--- src/rtl/sp_mem_pkg.sv ---
// ----------------------------------------------------------------------------
// sp_mem_pkg
// Shared constants and types for the ShortestPath memory subsystem.
//   DEF_A_WIDTH / DEF_D_WIDTH : SRAM address / data widths
//   DEF_N_REQ                 : default number of SRAM requesters
//   RW_READ / RW_WRITE        : encoding of the SRAM RW pin
//   state_e                   : arbiter state (IDLE, OWN)
// ----------------------------------------------------------------------------
package sp_mem_pkg;

    localparam int unsigned DEF_A_WIDTH = 13;
    localparam int unsigned DEF_D_WIDTH = 8;
    localparam int unsigned DEF_N_REQ   = 3;

    localparam logic RW_READ  = 1'b0;
    localparam logic RW_WRITE = 1'b1;

    typedef enum logic {
        IDLE = 1'b0,
        OWN  = 1'b1
    } state_e;

endpackage

--- src/rtl/rr_pick.sv ---
// ----------------------------------------------------------------------------
// rr_pick
// Combinational round-robin picker. Returns the first set bit of i_req
// searching upward from i_ptr+1 (wrapping), as a one-hot vector.
// Ports:
//   i_req  : request vector
//   i_ptr  : index of the last served requester
//   o_gnt  : one-hot winner (zero when no request)
//   o_any  : at least one request present
// ----------------------------------------------------------------------------
module rr_pick #(
    parameter int unsigned N_REQ = 3,
    parameter int unsigned PW    = 2
) (
    input  logic [N_REQ-1:0] i_req,
    input  logic [PW-1:0]    i_ptr,
    output logic [N_REQ-1:0] o_gnt,
    output logic             o_any
);

    logic [N_REQ-1:0] w_mask;
    logic [N_REQ-1:0] w_hi;
    logic [N_REQ-1:0] w_src;

    always_comb begin
        w_mask = '0;
        for (int j = 0; j < N_REQ; j++) begin
            w_mask[j] = (j > int'(i_ptr));
        end
        // Prefer requests above ptr; fall back to the wrapped lower half.
        w_hi  = i_req & w_mask;
        w_src = (|w_hi) ? w_hi : i_req;
        // Isolate the lowest set bit.
        o_gnt = w_src & (~w_src + N_REQ'(1));
        o_any = |i_req;
    end

endmodule

--- src/rtl/sram_port_arbiter.sv ---
// ----------------------------------------------------------------------------
// sram_port_arbiter
// Round-robin arbiter sharing one single-port SRAM between N_REQ requesters,
// with locked ownership and a fairness limit on unlocked bursts.
// Ports:
//   Clk, Rst          : clock (rising edge), async active-low reset
//   Req, Lock, Rw     : per-requester request, lock, direction (1 = write)
//   Addr, Wdata       : packed per-requester address / write data
//   Gnt               : registered one-hot grant (zero when idle)
//   Rvalid, Rdata     : read return, tagged per requester; Rdata = Mem_Rdata
//   Mem_Addr, Mem_Wdata, Mem_Rw, Mem_En : SRAM pins
//   Mem_Rdata         : registered SRAM output
// ----------------------------------------------------------------------------
module sram_port_arbiter
    import sp_mem_pkg::*;
#(
    parameter int unsigned A_WIDTH   = DEF_A_WIDTH,
    parameter int unsigned D_WIDTH   = DEF_D_WIDTH,
    parameter int unsigned N_REQ     = DEF_N_REQ,
    parameter int unsigned MAX_BURST = 16
) (
    input  logic                       Clk,
    input  logic                       Rst,
    input  logic [N_REQ-1:0]           Req,
    input  logic [N_REQ-1:0]           Lock,
    input  logic [N_REQ-1:0]           Rw,
    input  logic [N_REQ*A_WIDTH-1:0]   Addr,
    input  logic [N_REQ*D_WIDTH-1:0]   Wdata,
    output logic [N_REQ-1:0]           Gnt,
    output logic [N_REQ-1:0]           Rvalid,
    output logic [D_WIDTH-1:0]         Rdata,
    output logic [A_WIDTH-1:0]         Mem_Addr,
    output logic [D_WIDTH-1:0]         Mem_Wdata,
    input  logic [D_WIDTH-1:0]         Mem_Rdata,
    output logic                       Mem_Rw,
    output logic                       Mem_En
);

    localparam int unsigned PW        = $clog2(N_REQ);
    localparam logic [7:0]  BURST_SAT = 8'(MAX_BURST);
    localparam logic [8:0]  BURST_LIM = 9'(MAX_BURST);

    state_e           r_state, w_state_nxt;
    logic [N_REQ-1:0] r_gnt, w_gnt_nxt;
    logic [N_REQ-1:0] r_rvalid;
    logic [PW-1:0]    r_ptr, w_ptr_nxt;
    logic [7:0]       r_burst, w_burst_nxt;

    logic [N_REQ-1:0] w_sel;
    logic             w_access;
    logic             w_own_lock;
    logic [PW-1:0]    w_own_idx;
    logic             w_limit;

    logic [N_REQ-1:0] w_pick_req;
    logic [PW-1:0]    w_pick_ptr;
    logic [N_REQ-1:0] w_pick_gnt;
    logic             w_pick_any;

    assign w_sel      = r_gnt & Req;
    assign w_access   = |w_sel;
    assign w_own_lock = |(r_gnt & Lock);
    assign w_limit    = (({1'b0, r_burst} + 9'd1) >= BURST_LIM);

    always_comb begin
        w_own_idx = '0;
        for (int i = 0; i < N_REQ; i++) begin
            if (r_gnt[i]) begin
                w_own_idx = PW'(i);
            end
        end
    end

    // In IDLE r_gnt is zero, so masking is a no-op and ptr is the search base.
    // While owned, the owner is excluded and the search starts past it.
    assign w_pick_req = Req & ~r_gnt;
    assign w_pick_ptr = (r_state == OWN) ? w_own_idx : r_ptr;

    rr_pick #(
        .N_REQ (N_REQ),
        .PW    (PW)
    ) u_rr_pick (
        .i_req (w_pick_req),
        .i_ptr (w_pick_ptr),
        .o_gnt (w_pick_gnt),
        .o_any (w_pick_any)
    );

    // SRAM pin mux, selected by the registered grant.
    always_comb begin
        Mem_En    = 1'b0;
        Mem_Rw    = RW_READ;
        Mem_Addr  = '0;
        Mem_Wdata = '0;
        for (int i = 0; i < N_REQ; i++) begin
            if (w_sel[i]) begin
                Mem_En    = 1'b1;
                Mem_Rw    = Rw[i];
                Mem_Addr  = Addr[i*A_WIDTH +: A_WIDTH];
                Mem_Wdata = Wdata[i*D_WIDTH +: D_WIDTH];
            end
        end
    end

    always_comb begin
        w_state_nxt = r_state;
        w_gnt_nxt   = r_gnt;
        w_ptr_nxt   = r_ptr;
        case (r_state)
            IDLE: begin
                if (w_pick_any) begin
                    w_state_nxt = OWN;
                    w_gnt_nxt   = w_pick_gnt;
                end
            end
            OWN: begin
                if (!w_access && !w_own_lock) begin
                    // Release wins over rotation; hand off directly if possible.
                    w_ptr_nxt = w_own_idx;
                    if (w_pick_any) begin
                        w_gnt_nxt = w_pick_gnt;
                    end else begin
                        w_state_nxt = IDLE;
                        w_gnt_nxt   = '0;
                    end
                end else if (w_access && !w_own_lock && w_limit && w_pick_any) begin
                    w_ptr_nxt = w_own_idx;
                    w_gnt_nxt = w_pick_gnt;
                end
            end
            default: begin
                w_state_nxt = IDLE;
                w_gnt_nxt   = '0;
            end
        endcase
    end

    always_comb begin
        w_burst_nxt = r_burst;
        if (w_gnt_nxt != r_gnt) begin
            w_burst_nxt = '0;
        end else if (w_access && (r_burst < BURST_SAT)) begin
            w_burst_nxt = r_burst + 8'd1;
        end
    end

    always_ff @(posedge Clk or negedge Rst) begin
        if (!Rst) begin
            r_state  <= IDLE;
            r_gnt    <= '0;
            r_ptr    <= PW'(N_REQ - 1);
            r_burst  <= '0;
            r_rvalid <= '0;
        end else begin
            r_state  <= w_state_nxt;
            r_gnt    <= w_gnt_nxt;
            r_ptr    <= w_ptr_nxt;
            r_burst  <= w_burst_nxt;
            // Tag comes from the issuing cycle, so it survives a handoff.
            r_rvalid <= (Mem_Rw == RW_READ) ? w_sel : '0;
        end
    end

    assign Gnt    = r_gnt;
    assign Rvalid = r_rvalid;
    assign Rdata  = Mem_Rdata;

endmodule

--- config.mk ---
export PLATFORM = sky130hd
export DESIGN_NAME = sram_port_arbiter
export DESIGN_NICKNAME = d
export VERILOG_FILES = /design/src/rtl/sp_mem_pkg.sv /design/src/rtl/rr_pick.sv /design/src/rtl/sram_port_arbiter.sv
export SDC_FILE = /design/constraint.sdc
export NUM_CORES = 1
export LEC_CHECK = 0
export CAP_MARGIN = 20
export CORE_MARGIN = 2
export CORE_UTILIZATION = 29
export DETAILED_ROUTE_END_ITERATION = 10
export PLACE_DENSITY = 0.77
export SLEW_MARGIN = 10
export SYNTH_ARGS = -nofsm -noshare
export SYNTH_HDL_FRONTEND = slang
export SYNTH_SLANG_ARGS = --single-unit
--- constraint.sdc ---
create_clock -name Clk -period 1.9 [get_ports Clk]
set_input_delay 0.38 -clock Clk [delete_from_list [all_inputs] [get_ports Clk]]
set_output_delay 0.38 -clock Clk [all_outputs]
set_load 0.01 [all_outputs]
==> out/results.ini <==
[setup_path]
path_cells = and2_4, nor2_4, buf_6, a22oi_2, o21ai_1, buf_2
endpoint_kind = primary output
r2r_start = Gnt[1]
arrival_ns = 1.58
crit_required_ns = 1.52
critPathKind = register to primary output
r2r_end = r_burst[7]
path_depth = 6
r2r.worst_path.cells = 9
cpMaxStageDelayCell = dfrtp_2
path_delay_family = flip-flops
reg2reg_slack_ns = -0.06
crit_fanout = 8
cp_num_buf_inv = 2
setup.worst_path.start = Gnt[1]
cp-endpoint = Mem_Wdata[2]
critPathMaxStageDelay_ns = 0.40
crit_path_start_kind = register

[cells_and_area]
fillCellCount = 406
multiInputGateArea_sq_um = 1090
area_delta_synth_final_pct = 111
fin_cells = 383
antenna_cells_inserted = 0
utilization = 0.636
regArea_sq_um = 428
final_cell_area_sq_um = 3000
nets = 401
layout-drive-gt1-share = 0.380
final_common_cell = clkdlybuf4s50_1
final_cell_mix = 75 x clkdlybuf4s50_1, 32 x buf_4, 28 x nand2_1

[global_routing]
grt_usage = 0.188
gr-total-overflow = 0
antenna_found_initial = 0
grt_pass1_vias = 1774
grt_max_degree = 18
grt_pass1_wl_microns = 8230

[pwr]
clock_power_share = 0.089
p_seq_frac = 0.171
pwr-share-comb = 0.740
p_per_area_nw_per_um2 = 1000
internal_power_uw = 1800
peakVddDrop_v = 0.000461
swShare = 0.403
leakage_uw = 0.00131
p_sw_uw = 1220

[placed_design]
port-buffer-count = 102
dpl-instance-area_sq_um = 2710
place_congestion = 0.899
hpwlAfterDp_microns = 3990
dp.cells = 369

[timing]
setup_viol = 12
slew_headroom = 0.698
finalClockSkew_ns = 0.00277
tightest_slew_ns = 0.453
rsz0062_at_grt = true
drv_slew = 0
finalSetupTns_ns = -0.442
fin_ws_ns = -0.0573
timing.final.crit_share = 1.03
whs_ns = 0.444
hold_viol = 0
period_needed_ns = 1.96
max_freq_mhz = 511

[route]
route.detailed.drc = 0
dr.first_iter.drc_count = 93
firstDrtPassIters = 4
drt-vias-per-instance = 4.94
num_vias = 1891
wl_microns = 5890
wl_per_cell_microns = 15.4
drtAntennaViolNets = 0

[synth]
ys_warn_count = 0
ys.flop_type = dfrtp_1
syn-num-nets = 270
synth_top_cell_area_share = 0.281
synth_area_leaders = dfrtp_1 28%, a22oi_1 11%, o21ai_0 8.4%
synth_compound_area_frac = 0.315
synth_top_family_by_area = compound AO/OA/AOI/OAI gates
ys_seq_area_frac = 0.300
synthMuxAreaShare = 0.0378
ys_async_sr_fraction = 1.00
synth_area_leader_cell = dfrtp_1
synth_cells = 186
synth_simple_gate_area_frac = 0.224
synth_xor_xnor_area_share = 0.0185
synth_area_per_cell_sq_um = 7.65
syn_area_sq_um = 1420
synth-seq-cells = 17
synth_edf_count = 0
ys_types = 41
synth-adder-area-share = 0.0176

[clock_network]
root_buffer = clkbuf_8
cts_buffers = 3
cts_buffer_depth = 2
cts_tree = yes
clk_latency_ns = 0.25
htree_levels = 1
clk_pin_slew_worst_paths_ns = 0.07
clock-sinks = 17

[outcome]
status = finished with violations
violations = setup timing

[die]
die_area_sq_um = 5480
initial_core_util = 0.301
ios = 119
die_w_microns = 74.0
die_h_microns = 74.0
core-area_sq_um = 4720
row_count = 25

[job]
cap_violations = 0

[min_path]
hold_path.class = input port to asynchronous set/reset pin

[worst reg2reg max path, delay by kind of cell (launching register included)]
| kind | cells | cell delay (ns) |
|---|---|---|
| AO/OA/AOI/OAI | 4 | 0.76 |
| buffers and inverters | 4 | 0.62 |
| flip-flops | 1 | 0.40 |
| AND/OR/NAND/NOR | 1 | 0.06 |
[worst min path at each step]
stage               startpoint          to  slack [ns]  cells past startpoint
global placement    r_burst[6]  r_burst[6]        0.48                      1
global route               Rst     r_state        0.49                      2
detailed placement  r_burst[7]  r_burst[7]        0.48                      1
finish                     Rst  r_burst[0]        0.44                      2
CTS                        Rst  r_burst[0]        0.45                      2
floorplan                  Rst      Gnt[0]        0.08                      0
[what timing repair did]
item | in CTS | in global routing
hold buffers | 0 | 0
setup buffers | 9 | 0
endpoints found under the setup margin | 36 | 37
gates cloned | 3 | 0
gates resized for setup | 124 | 32
pin swaps | 13 | 26
hold endpoints to repair | 0 | 0
[Yosys cell counts, drive strengths merged, types with 2 or more instances]
cell type and instances:
a222oi 2, nor2 14, and2 2, nor2b 7, nand2b 2, and2b 2
clkbuf 13, xnor2 2, o21ai 25, o22ai 2, mux2 3, a22oi 22
ha 2, dfrtp 16, buf 9, nor3 4, nand2 30, inv 2
nor4 2, mux2i 2, a21oi 5
[metrics by stage]
stage / setup slack (ns) / total power (uW)
after floorplan: -0.0372 / 1350
after global placement: -0.675 / 2280
after detailed placement: -0.698 / 2320
after CTS: -0.0314 / 2790
after global routing: -0.129 / 3200
final: -0.0573 / 3020
[state kept, by name (all words and copies together), names as in the netlist]
| signal | count |
|---|---|
| r_ptr | 2 |
| r_state | 1 |
| Rvalid | 3 |
| Gnt | 3 |
| r_burst | 8 |
[cell type report]
cell class / instances / share of cell area
timing repair buffer: 148 / 0.449
inverter: 2 / 0.00250
clock inverter: 1 / 0.00167
sequential: 17 / 0.142
clock buffer: 3 / 0.0137
tap: 67 / 0.0279
multi-input combinational: 145 / 0.362
[kinds of logic after synthesis]
family,count (synthesis)
xor gates and xnor gates,3
AOI/OAI and AO/OA,67
adders and majority gates,2
and+or+nand+nor,68
buffers and inverters,24
muxes,5
DFF,17
[power groups by stage]
stage	Combinational [uW]	Clock, uW	Sequential (uW)
5_1_grt	2390	291	526
6_report	2230	268	517
4_1_cts	2010	272	510
3_5_place_dp	1810	0	508
3_3_place_gp	1780	0	507
2_1_floorplan	823	0	531
[metal layers]
layer  part of all wire  vias to the layer above  wire, microns  global-route usage
li1                   -                      927              -                   -
met1               0.42                      881           2480               0.255
met2               0.51                       71           2970               0.311
met3              0.055                       12            324              0.0244
met4              0.018                        0            105              0.0606
met5                  0                        -              0                   0
No activity file was read; power rests on OpenSTA's default activity.
